==> config.mk <==
export PLATFORM = sky130hd
export DESIGN_NAME = rf_write_arbiter
export DESIGN_NICKNAME = d
export VERILOG_FILES = /design/src/rtl/rf_write_arbiter.sv
export SDC_FILE = /design/constraint.sdc
export NUM_CORES = 1
export LEC_CHECK = 0
export CORE_UTILIZATION = 50
export DETAILED_ROUTE_END_ITERATION = 8
export GPL_ROUTABILITY_DRIVEN = 0
export PLACE_DENSITY_LB_ADDON = 0.08
export SYNTH_ARGS = -nofsm -noshare
export SYNTH_HDL_FRONTEND = slang
export SYNTH_SLANG_ARGS = --single-unit
==> constraint.sdc <==
create_clock -name clock -period 2.9 [get_ports clock]
set_input_delay 0.725 -clock clock [delete_from_list [all_inputs] [get_ports clock]]
set_output_delay 0.725 -clock clock [all_outputs]
set_load 0.05 [all_outputs]
==> src/rtl/rf_write_arbiter.sv <==
// rf_write_arbiter
//   Write-side front end for the 32x32 register file. Merges the in-order ALU
//   writeback with a FIFO-buffered long-latency result stream onto the file's
//   single write port. Writes to register 0 are never issued. A starvation
//   counter forces the FIFO head through after STARVE_LIMIT consecutive lost
//   arbitrations.
//
// Optional feature macro: RF_PENDING_MASK_EN
//   When defined, adds lng_pending_mask (one bit per register, set while any
//   FIFO entry targets that register) for the decode-stage hazard unit.
//
// Ports
//   clock            system clock, rising edge
//   reset_n          asynchronous active-low reset
//   alu_valid/ready  ALU writeback handshake, alu_addr/alu_data payload
//   lng_valid/ready  long-latency result handshake, lng_addr/lng_data payload
//   write_enabled    register-file write strobe (registered)
//   write_addr       register-file write address (registered)
//   write_data       register-file write data (registered)
//   q_count          FIFO occupancy
//   lng_pending_mask pending-destination mask (RF_PENDING_MASK_EN only)
module rf_write_arbiter #(
    parameter int DATA_WIDTH   = 32,
    parameter int ADDR_WIDTH   = 5,
    parameter int LQ_DEPTH     = 4,
    parameter int STARVE_LIMIT = 3
) (
    input  logic                        clock,
    input  logic                        reset_n,
    input  logic                        alu_valid,
    output logic                        alu_ready,
    input  logic [ADDR_WIDTH-1:0]       alu_addr,
    input  logic [DATA_WIDTH-1:0]       alu_data,
    input  logic                        lng_valid,
    output logic                        lng_ready,
    input  logic [ADDR_WIDTH-1:0]       lng_addr,
    input  logic [DATA_WIDTH-1:0]       lng_data,
    output logic                        write_enabled,
    output logic [ADDR_WIDTH-1:0]       write_addr,
    output logic [DATA_WIDTH-1:0]       write_data,
`ifdef RF_PENDING_MASK_EN
    output logic [2**ADDR_WIDTH-1:0]    lng_pending_mask,
`endif
    output logic [$clog2(LQ_DEPTH):0]   q_count
);

    localparam int PW = $clog2(LQ_DEPTH);
    localparam int CW = PW + 1;
    localparam int SW = $clog2(STARVE_LIMIT + 1);

    logic [ADDR_WIDTH-1:0] q_addr [LQ_DEPTH];
    logic [DATA_WIDTH-1:0] q_data [LQ_DEPTH];
    logic [PW-1:0]         wr_ptr;
    logic [PW-1:0]         rd_ptr;
    logic [SW-1:0]         starve;

    logic q_nonempty;
    logic force_head;
    logic push;
    logic pop;
    logic alu_win;

    assign q_nonempty = (q_count != '0);
    assign force_head = q_nonempty && (starve == SW'(STARVE_LIMIT));
    assign alu_ready  = !force_head;
    assign lng_ready  = (q_count != CW'(LQ_DEPTH));

    // Zero-destination long results complete the handshake but never enter the queue.
    assign push = lng_valid && lng_ready && (lng_addr != '0);

    // The head drains whenever the ALU is not issuing a real write, or when forced.
    assign pop     = q_nonempty && (force_head || !alu_valid || (alu_addr == '0));
    assign alu_win = !force_head && alu_valid && (alu_addr != '0);

    always_ff @(posedge clock) begin
        if (push) begin
            q_addr[wr_ptr] <= lng_addr;
            q_data[wr_ptr] <= lng_data;
        end
    end

    always_ff @(posedge clock or negedge reset_n) begin
        if (!reset_n) begin
            wr_ptr  <= '0;
            rd_ptr  <= '0;
            q_count <= '0;
        end else begin
            if (push) wr_ptr <= wr_ptr + PW'(1);
            if (pop)  rd_ptr <= rd_ptr + PW'(1);
            unique case ({push, pop})
                2'b10:   q_count <= q_count + CW'(1);
                2'b01:   q_count <= q_count - CW'(1);
                default: q_count <= q_count;
            endcase
        end
    end

    // Counts cycles the ALU beats a non-empty queue; any pop or empty queue restarts it.
    always_ff @(posedge clock or negedge reset_n) begin
        if (!reset_n) begin
            starve <= '0;
        end else if (!q_nonempty || pop) begin
            starve <= '0;
        end else if (alu_win && (starve != SW'(STARVE_LIMIT))) begin
            starve <= starve + SW'(1);
        end
    end

    always_ff @(posedge clock or negedge reset_n) begin
        if (!reset_n) begin
            write_enabled <= 1'b0;
            write_addr    <= '0;
            write_data    <= '0;
        end else if (pop) begin
            write_enabled <= 1'b1;
            write_addr    <= q_addr[rd_ptr];
            write_data    <= q_data[rd_ptr];
        end else if (alu_win) begin
            write_enabled <= 1'b1;
            write_addr    <= alu_addr;
            write_data    <= alu_data;
        end else begin
            write_enabled <= 1'b0;
        end
    end

`ifdef RF_PENDING_MASK_EN
    // Per-slot occupancy lets the mask be rebuilt from post-edge contents, so
    // duplicate destinations stay flagged until their last entry retires.
    logic [LQ_DEPTH-1:0]     slot_valid;
    logic [LQ_DEPTH-1:0]     slot_valid_next;
    logic [2**ADDR_WIDTH-1:0] mask_next;
    logic [ADDR_WIDTH-1:0]   slot_addr;

    always_comb begin
        slot_valid_next = slot_valid;
        if (pop)  slot_valid_next[rd_ptr] = 1'b0;
        if (push) slot_valid_next[wr_ptr] = 1'b1;
        mask_next = '0;
        slot_addr = '0;
        for (int i = 0; i < LQ_DEPTH; i++) begin
            slot_addr = (push && (wr_ptr == PW'(i))) ? lng_addr : q_addr[i];
            if (slot_valid_next[i]) mask_next[slot_addr] = 1'b1;
        end
        mask_next[0] = 1'b0;
    end

    always_ff @(posedge clock or negedge reset_n) begin
        if (!reset_n) begin
            slot_valid       <= '0;
            lng_pending_mask <= '0;
        end else begin
            slot_valid       <= slot_valid_next;
            lng_pending_mask <= mask_next;
        end
    end
`endif

endmodule

# Word level (Yosys, flattened, before mapping)
# Memory sizes are Yosys's and may differ from the RTL's.
# Cells that the tools add are included.
[classes] reduce_logical=20 n_mux=11 eq_ne=5 n_addsub=5
[ops] cell="32-bit two-way mux" count=2
[ops] cell="5-bit two-way mux" count=2
[ops] cell="5-bit nonzero test" count=2
[ops] cell="1-bit logical AND" count=7
[ops] cell="2-bit by 1-bit adder with 2-bit output, second input constant" count=3
[ops] cell="3-bit case mux with 2 select lines" count=1
[ops] cell="2-bit nonzero test" count=3
[ops] cell="5-bit zero test" count=1
[ops] cell="2-bit == test, second input constant" count=2
[ops] cell="1-bit two-way mux" count=4
[ops] cell="2-bit two-way mux" count=2
[ops] cell="3-bit by 1-bit adder with 3-bit output, second input constant" count=1
[ops] cell="1-bit zero test" count=3
[ops] cell="1-bit logical OR" count=3
[ops] cell="3-bit != test, second input constant" count=1
[ops] cell="3-bit nonzero test" count=1
[ops] cell="3-bit by 1-bit subtractor with 3-bit output, second input constant" count=1
[ops] cell="2-bit by 1-bit == test with 1-bit output, second input constant" count=1
[ops] cell="2-bit != test, second input constant" count=1
[word_totals] memories=2 mem_bits_rw=148 input_bits=78 out_inout_bits=43 word_cells=50 reg_bits=47
[memory_table] memory="q_data" words=4 width=32 read_ports=1 rd_ports_with_merged_regs=0 write_ports=1 line_no="52" source="logic [DATA_WIDTH-1:0] q_data [LQ_DEPTH];"
[memory_table] memory="q_addr" words=4 width=5 read_ports=1 rd_ports_with_merged_regs=0 write_ports=1 line_no="51" source="logic [ADDR_WIDTH-1:0] q_addr [LQ_DEPTH];"

# Logic depth before layout (Yosys ltp)
# Gate-level depths: netlist of the first run.
[logic_depth] word_depth=8 depth_mapped=9 ltp_nobuf=9

# Worst setup path after synthesis of the first run
# OpenSTA, ideal clock, no wires.
[synth_timing] path_kind="reg2reg" from="register q_count[1]" to="memory q_addr[0][0] (enable)" n_path_buf=0 arrival_time_ps=2487 stages_incl_launch_ff=5 setup_ps=398 slack_ps=15 synth_period_minus_slack_ps=2885 required_ps=2502 cell_sequence="dfrtp_1 > nor2_1 > nand2_1 > o211a_1 > and2_1"
[synth_between] elab_chain_cells=5
[synth_rtl] element="start, declared" line_no="44" source="output logic [$clog2(LQ_DEPTH):0] q_count"
[synth_rtl] element="start signal, assigned" line_no="91" source="2'b10: q_count <= q_count + CW'(1);"
[synth_rtl] element="start signal, assigned" line_no="92" source="2'b01: q_count <= q_count - CW'(1);"
[synth_rtl] element="start signal, assigned" line_no="93" source="default: q_count <= q_count;"
[synth_rtl] element="3-bit != test" line_no="66" source="assign lng_ready = (q_count != CW'(LQ_DEPTH));"
[synth_rtl] element="net lng_ready" line_no="35" source="output logic lng_ready,"
[synth_rtl] element="1-bit logical AND (2 in a row)" line_no="69" source="assign push = lng_valid && lng_ready && (lng_addr != '0);"
[synth_rtl] element="1-bit two-way mux" line_no="76" source="if (push) begin"
[synth_rtl] element="1-bit two-way mux (implied by the code)" line_no="77" source="q_addr[wr_ptr] <= lng_addr;"
[synth_rtl] element="end, declared" line_no="51"
# The timed path passes the listed nets, and every way through them passes these cells.

# Worst setup path after layout of the first run
[layout_timing] from="input port alu_addr[1]" to="register write_data[26]"
[layout_between] elab_chain_cells=4 elab_cells_between_ends=7 cone_classes="mux (1); reduce/logical (6)"
[layout_rtl] element="start, declared" line_no="32" source="input logic [ADDR_WIDTH-1:0] alu_addr,"
[layout_rtl] element="5-bit zero test" line_no="72" source="assign pop = q_nonempty && (force_head || !alu_valid || (alu_addr == '0));"
[layout_rtl] element="1-bit logical OR" line_no="72"
[layout_rtl] element="1-bit logical AND" line_no="72"
[layout_rtl] element="32-bit two-way mux or 2-bit nonzero test (tied branches)"
[layout_rtl] element="end signal, assigned" line_no="117" source="write_data <= q_data[rd_ptr];"
[layout_rtl] element="end signal, assigned" line_no="121" source="write_data <= alu_data;"
[layout_rtl] element="end, declared" line_no="40" source="output logic [DATA_WIDTH-1:0] write_data,"
# Several ways; a longest one is shown, not always the timed one.
# A chain may end at the register's enable or synchronous reset.

==> results of run 1 <==
## worst paths after layout
kind / end / start / cells past startpoint
max: write_data[26]$_DFFE_PN0P_ / alu_addr[1] / 7
min: write_data[13]$_DFFE_PN0P_ / reset_n / 1
max reg2reg: q_count[2]$_DFFE_PN0P_ / q_count[2]$_DFFE_PN0P_ / 8
min reg2reg: starve[0]$_DFFE_PN0P_ / starve[0]$_DFFE_PN0P_ / 1
max in group asynchronous: rd_ptr[1]$_DFFE_PN0N_ / reset_n / 2
min in group clock: starve[0]$_DFFE_PN0P_ / starve[0]$_DFFE_PN0P_ / 1
## cell type report
cell class	instances	share of cell area, %
well taps	184	2.35
multi-input cells	220	18.6
clock buffers	17	4.35
clock inverters	15	1.94
flip-flops and latches	195	57.4
inverters	3	0.115
repair buffers	143	15.2
## registers in the layout, summed over array words and instances (netlist names)
signal         cells
write_addr         5
rd_ptr             2
starve             2
q_data           128
write_enabled      1
q_count            3
q_addr            20
wr_ptr             2
write_data        32
## power groups by stage
| stage | Sequential (W) | Clock [W] | Combinational, W |
|---|---|---|---|
| 4_1_cts | 0.00416 | 0.00246 | 0.00399 |
| 3_5_place_dp | 0.00421 | 0 | 0.00396 |
| 2_1_floorplan | 0.00502 | 0 | 0.00172 |
| 5_1_grt | 0.00423 | 0.00257 | 0.00418 |
| 3_3_place_gp | 0.00418 | 0 | 0.00393 |
| 6_report | 0.00415 | 0.00243 | 0.00392 |
## stage by stage
| stage | std cells | TNS (ns) | util (%) |
|---|---|---|---|
| finish | 777 | 0 | 66.9 |
| global route | 777 | 0 | 66.9 |
| CTS | 777 | 0 | 66.9 |
| detailed placement | 745 | -4.99 | 62.7 |
| global placement | 745 | -2.93 | 62.7 |
| floorplan | 442 | 0 | - |
## routing by layer
metal / up-vias / GRT usage (%)
met5: - / 0
met4: 0 / 5.38
met3: 13 / 5.69
met2: 113 / 36.1
met1: 2209 / 27.4
li1: 1958 / -
## synthesized netlist by cell type
master and number:
fa_1 1, or4_1 1, and2_1 5, nand2_1 72, or4_4 1, inv_1 3, or3_1 1, nor2_1 37
buf_1 1, mux4_2 37, mux2_1 1, nand3_1 9, a31oi_1 35, nor3_1 2, o31ai_4 1, edfxtp_1 148
o211ai_2 1, mux2_2 1, buf_2 10, nor3b_1 1, o211a_1 1, xnor2_1 4, xor2_1 2, dfrtp_1 47
clkbuf_1 7, o21ai_0 1, ha_1 6, buf_4 6
## cell families after synthesis
| group | count (synthesis) |
|---|---|
| flops | 195 |
| mux | 39 |
| xor+xnor | 6 |
| fa+ha+maj | 7 |
| compound gates | 39 |
| simple gates | 129 |
| buf+inv | 27 |
## worst reg2reg max path: stages, from the launching register on
cell,delay (ns)
dfrtp_1,0.48
o31ai_4,0.46
o211ai_4,0.13
and2_1,0.20
ha_1,0.21
fa_1,0.38
xnor2_1,0.16
nor2_1,0.06
xor2_1,0.14
==> flow_metrics.env, run 1 <==
export IMPL_status="complete, but fails checks"
export IMPL_violations="DRC"
export IMPL_cts_sinks=195
export IMPL_synth_compound_area_share_pct=3.54
export IMPL_pre_cts_ws_ns=-0.284
export IMPL_period_needed_ns=2.73
export IMPL_p_int_w=0.00683
export IMPL_fillers=1055
export IMPL_syn2layout_area_growth_pct=29.6
export IMPL_grt_max_degree=43
export IMPL_final_cell_area_sq_mm=0.00979
export IMPL_synth_simple_gate_area_share_pct=6.99
export IMPL_grtUsageTotal_pct=21.2
export IMPL_met1_length_um=6670
export IMPL_power_share_sequential_pct=39.5
export IMPL_synth_top_area_share_pct=58.8
export IMPL_drc=15
export IMPL_holdCritPathClass="in -> async"
export IMPL_crit_fanout=42
export IMPL_antenna_found_initial=0
export IMPL_min_period_over_period_pct=94.0
export IMPL_insertion_delay_ns=0.43
export IMPL_hold_ws_ns=0.335
export IMPL_max_stage_delay_ns=0.59
export IMPL_initial_core_util_pct=51.6
export IMPL_yosys_warnings=0
export IMPL_die_y_um=125
export IMPL_critPathRequiredTime_ns=3.25
export IMPL_routed_via_density=5.53
export IMPL_ant_nets=0
export IMPL_layout_common_cells="148 x edfxtp_1, 118 x clkdlybuf4s50_1, 72 x nand2_1, 45 x dfrtp_1"
export IMPL_cp_end_kind="flip-flop"
export IMPL_ir_drop_v=0.000576
export IMPL_yosys_register_bits=195
export IMPL_cts_root_buffer="clkbuf_16"
export IMPL_wire_per_inst_um=19.9
export IMPL_fmax_mhz=367
export IMPL_met2WireLength_um=7840
export IMPL_setup_slack_ns=0.173
export IMPL_yosys_top_cells_area="edfxtp_1 59%, dfrtp_1 16%, mux4_2 11%"
export IMPL_max_cap_violations=0
export IMPL_slew_headroom_pct=52.7
export IMPL_worst_setup_path_type="in -> reg"
export IMPL_sw_frac_of_total_pct=34.9
export IMPL_vias=4293
export IMPL_crit_arrival_ns=3.08
export IMPL_cts_htree_levels=4
export IMPL_place_area_sq_mm=0.00918
export IMPL_synth_xor_area_share_pct=0.695
export IMPL_slew_violations=0
export IMPL_syn_area_per_cell_sq_um=17.1
export IMPL_skew_ns=0.0102
export IMPL_r2r_setup_slack_ns=0.56
export IMPL_routed_wl_um=15500
export IMPL_cts_tree="built"
export IMPL_synth_fa_ha_area_share_pct=1.26
export IMPL_initialDrtViolationCount=325
export IMPL_final_common_cell="edfxtp_1"
export IMPL_die_area_sq_mm=0.0156
export IMPL_power_share_clock_pct=23.1
export IMPL_clk_pin_slew_ns=0.07
export IMPL_overflow=0
export IMPL_hpwl_um=9840
export IMPL_cts_hold_buf=0
export IMPL_synth_seq_area_share_pct=74.4
export IMPL_first_global_vias=4431
export IMPL_coreArea_sq_mm=0.0146
export IMPL_yosys_area_top_type="edfxtp_1"
export IMPL_final_layout_size_suffix_gt1_share_pct=17.7
export IMPL_wl_met3_um=806
export IMPL_comb_power_share_pct=37.3
export IMPL_p_switching_w=0.00367
export IMPL_top_layer_used="met4"
export IMPL_leakage_nw=3.47
export IMPL_powerDensity_mw_per_mm2=1070
export IMPL_die_w_um=125
export IMPL_synth_cell_types=28
export IMPL_rows=44
export IMPL_multiInputGateArea_sq_mm=0.00182
export IMPL_grt_pass1_wl_um=24200
export IMPL_synth_nets=527
export IMPL_syn_inst=442
export IMPL_max_slew_worst_pin_slew_ns=0.710
export IMPL_cts_buffers=17
export IMPL_cp_cell_sequence="clkdlybuf4s50_1, or4_4, o211ai_4, buf_4, buf_4, nor2_1, a31oi_1"
export IMPL_dr_pass1_iters=8
export IMPL_grt_setup_unrepaired="false"
export IMPL_cts_resized_gates=0
export IMPL_synthesis_area_sq_mm=0.00756
export IMPL_path_delay_family="buffers and inverters"
export IMPL_path_buf_inv=3
export IMPL_clockBufferDepth=2
export IMPL_synthMuxAreaShare_pct=11.3
export IMPL_hold_viol=0
export IMPL_power_total_w=0.0105
export IMPL_fin_nets=665
export IMPL_worst_setup_path_start_kind="input pin"
export IMPL_synth_top_family_by_area="multiplexers"
export IMPL_antennaDiodeCount=0
export IMPL_portBuffers=120
export IMPL_regArea_sq_mm=0.00562
export IMPL_finalSetupViolCount=0
export IMPL_cp_slowest_cell="or4_4"
export IMPL_cts_setup_buffers=0
export IMPL_ios=121
export IMPL_cpMostUsedCell="buf_4"
Note: power is estimated with default switching activity, not from simulation.
==> inputs of run 2 (changes only) <==
- GPL_TIMING_DRIVEN: not set -> 1
- MAX_ROUTING_LAYER: not set -> met4
==> flow_metrics.env, run 2 (synthesis gave the netlist of run 1 again) <==
export IMPL_worstReg2RegStart="q_count[2]$_DFFE_PN0P_"
export IMPL_final_layout_size_suffix_gt1_share_pct=17.7
export IMPL_r2r_setup_slack_ns=0.55
export IMPL_ios=121
export IMPL_vias=4306
export IMPL_critPathRequiredTime_ns=3.24
export IMPL_comb_power_share_pct=37.4
export IMPL_cp_end_kind="flip-flop"
export IMPL_power_total_w=0.0105
export IMPL_worst_setup_path_type="in -> reg"
export IMPL_clockBufferDepth=2
export IMPL_reg2reg_depth=8
export IMPL_rows=44
export IMPL_largest_register="q_data"
export IMPL_regArea_sq_mm=0.00562
export IMPL_insertion_delay_ns=0.43
export IMPL_cts_resized_gates=0
export IMPL_layout_common_cells="148 x edfxtp_1, 118 x clkdlybuf4s50_1, 72 x nand2_1, 45 x dfrtp_1"
export IMPL_clk_pin_slew_ns=0.07
export IMPL_cp_cell_sequence="clkdlybuf4s50_1, or4_4, o211ai_4, buf_4, buf_4, nor2_1, a31oi_1"
export IMPL_grt_use_met3_pct=5.65
export IMPL_cts_buffers=17
export IMPL_cts_tree="built"
export IMPL_hpwl_um=9840
export IMPL_first_global_vias=4432
export IMPL_endpoint="write_data[26]$_DFFE_PN0P_"
export IMPL_routed_wl_um=15500
export IMPL_initial_core_util_pct=51.6
export IMPL_routed_via_density=5.54
export IMPL_cts_hold_buf=0
export IMPL_overflow=0
export IMPL_grtUsageTotal_pct=21.9
export IMPL_largest_register_ffs=128
export IMPL_ir_drop_v=0.000575
export IMPL_cp_slowest_cell="or4_4"
export IMPL_grtUsageMet2_pct=36.0
export IMPL_grt_max_degree=43
export IMPL_holdCritPathClass="in -> async"
export IMPL_finalSetupViolCount=0
export IMPL_multiInputGateArea_sq_mm=0.00182
export IMPL_power_share_clock_pct=23.1
export IMPL_skew_ns=0.00586
export IMPL_max_cap_violations=0
export IMPL_ant_nets=0
export IMPL_final_common_cell="edfxtp_1"
export IMPL_met1_usage_pct=27.6
export IMPL_hold_viol=0
export IMPL_cts_htree_levels=4
export IMPL_cts_sinks=195
export IMPL_violations="DRC"
export IMPL_grt_setup_unrepaired="false"
export IMPL_fillers=1055
export IMPL_fmax_mhz=365
export IMPL_fin_nets=665
export IMPL_rr_endpoint="q_count[2]$_DFFE_PN0P_"
export IMPL_fin_cells=777
export IMPL_die_y_um=125
export IMPL_power_share_sequential_pct=39.6
export IMPL_initialDrtViolationCount=366
export IMPL_wire_per_inst_um=19.9
export IMPL_cts_root_buffer="clkbuf_16"
export IMPL_status="complete, but fails checks"
export IMPL_grt_busiest_layer="met2"
export IMPL_drc=14
export IMPL_antenna_found_initial=0
export IMPL_leakage_nw=3.47
export IMPL_worst_setup_path_start_kind="input pin"
export IMPL_grt_pass1_wl_um=24200
export IMPL_sw_frac_of_total_pct=34.9
export IMPL_slew_headroom_pct=52.6
export IMPL_p_switching_w=0.00366
export IMPL_antennaDiodeCount=0
export IMPL_coreArea_sq_mm=0.0146
export IMPL_p_int_w=0.00683
export IMPL_cpMostUsedCell="buf_4"
export IMPL_die_w_um=125
export IMPL_period_needed_ns=2.74
export IMPL_top_regs="q_data (128), write_data (32), q_addr (20)"
export IMPL_powerDensity_mw_per_mm2=1070
export IMPL_critical_path_startpoint="alu_addr[1]"
export IMPL_dr_pass1_iters=9
export IMPL_syn2layout_area_growth_pct=29.6
export IMPL_max_slew_worst_pin_slew_ns=0.712
export IMPL_crit_arrival_ns=3.08
export IMPL_die_area_sq_mm=0.0156
export IMPL_max_stage_delay_ns=0.59
export IMPL_crit_fanout=42
export IMPL_portBuffers=120
export IMPL_min_period_over_period_pct=94.4
export IMPL_dp_cells=745
export IMPL_cts_setup_buffers=0
export IMPL_slew_violations=0
[run 2: worst max-delay path: cells and delay by family]
kind                   cells  cell delay, ns
buffers and inverters      3            1.33
and+or+nand+nor            2            0.67
AOI/OAI and AO/OA          2            0.33
[run 2: layout make-up]
type	count	share of cell area, %
Clock inverter	15	1.94
Timing Repair Buffer	143	15.2
Tap cell	184	2.35
Inverter	3	0.115
Multi-Input combinational cell	220	18.6
Sequential cell	195	57.4
Clock buffer	17	4.35
[run 2: metrics by stage]
stage               TNS, ns  util, %  setup slack (ns)  hold slack (ns)  area, sq um
finish                    0     66.9             0.161            0.340         9790
global route              0     66.9            0.0300            0.386         9790
CTS                       0     66.9             0.153            0.334         9790
detailed placement    -4.99     62.7            -0.284            0.444         9180
global placement      -2.93     62.7            -0.168            0.430         9180
floorplan                 0        -            0.0153            0.418         7560
[run 2: layer usage]
metal	part of all wire, %	wire, um
met2	51	7900
met4	0.85	132
met1	43	6680
met3	4.9	762
met5	0	0
[run 2: power groups by stage]
stage / registers [W] / logic [W] / clock network [W]
2_1_floorplan: 0.00502 / 0.00172 / 0
6_report: 0.00415 / 0.00392 / 0.00242
4_1_cts: 0.00416 / 0.00399 / 0.00246
3_5_place_dp: 0.00421 / 0.00396 / 0
3_3_place_gp: 0.00418 / 0.00393 / 0
5_1_grt: 0.00423 / 0.00418 / 0.00257
[run 2: how the worst min path moves through the flow]
stage	slack (ns)	cells past startpoint	endpoint
after floorplan	0.42	1	starve[0]$_DFFE_PN0P_
after global placement	0.43	1	starve[0]$_DFFE_PN0P_
after detailed placement	0.44	1	starve[0]$_DFFE_PN0P_
after CTS	0.33	1	write_data[13]$_DFFE_PN0P_
after global routing	0.39	1	write_data[13]$_DFFE_PN0P_
final	0.34	1	write_data[13]$_DFFE_PN0P_
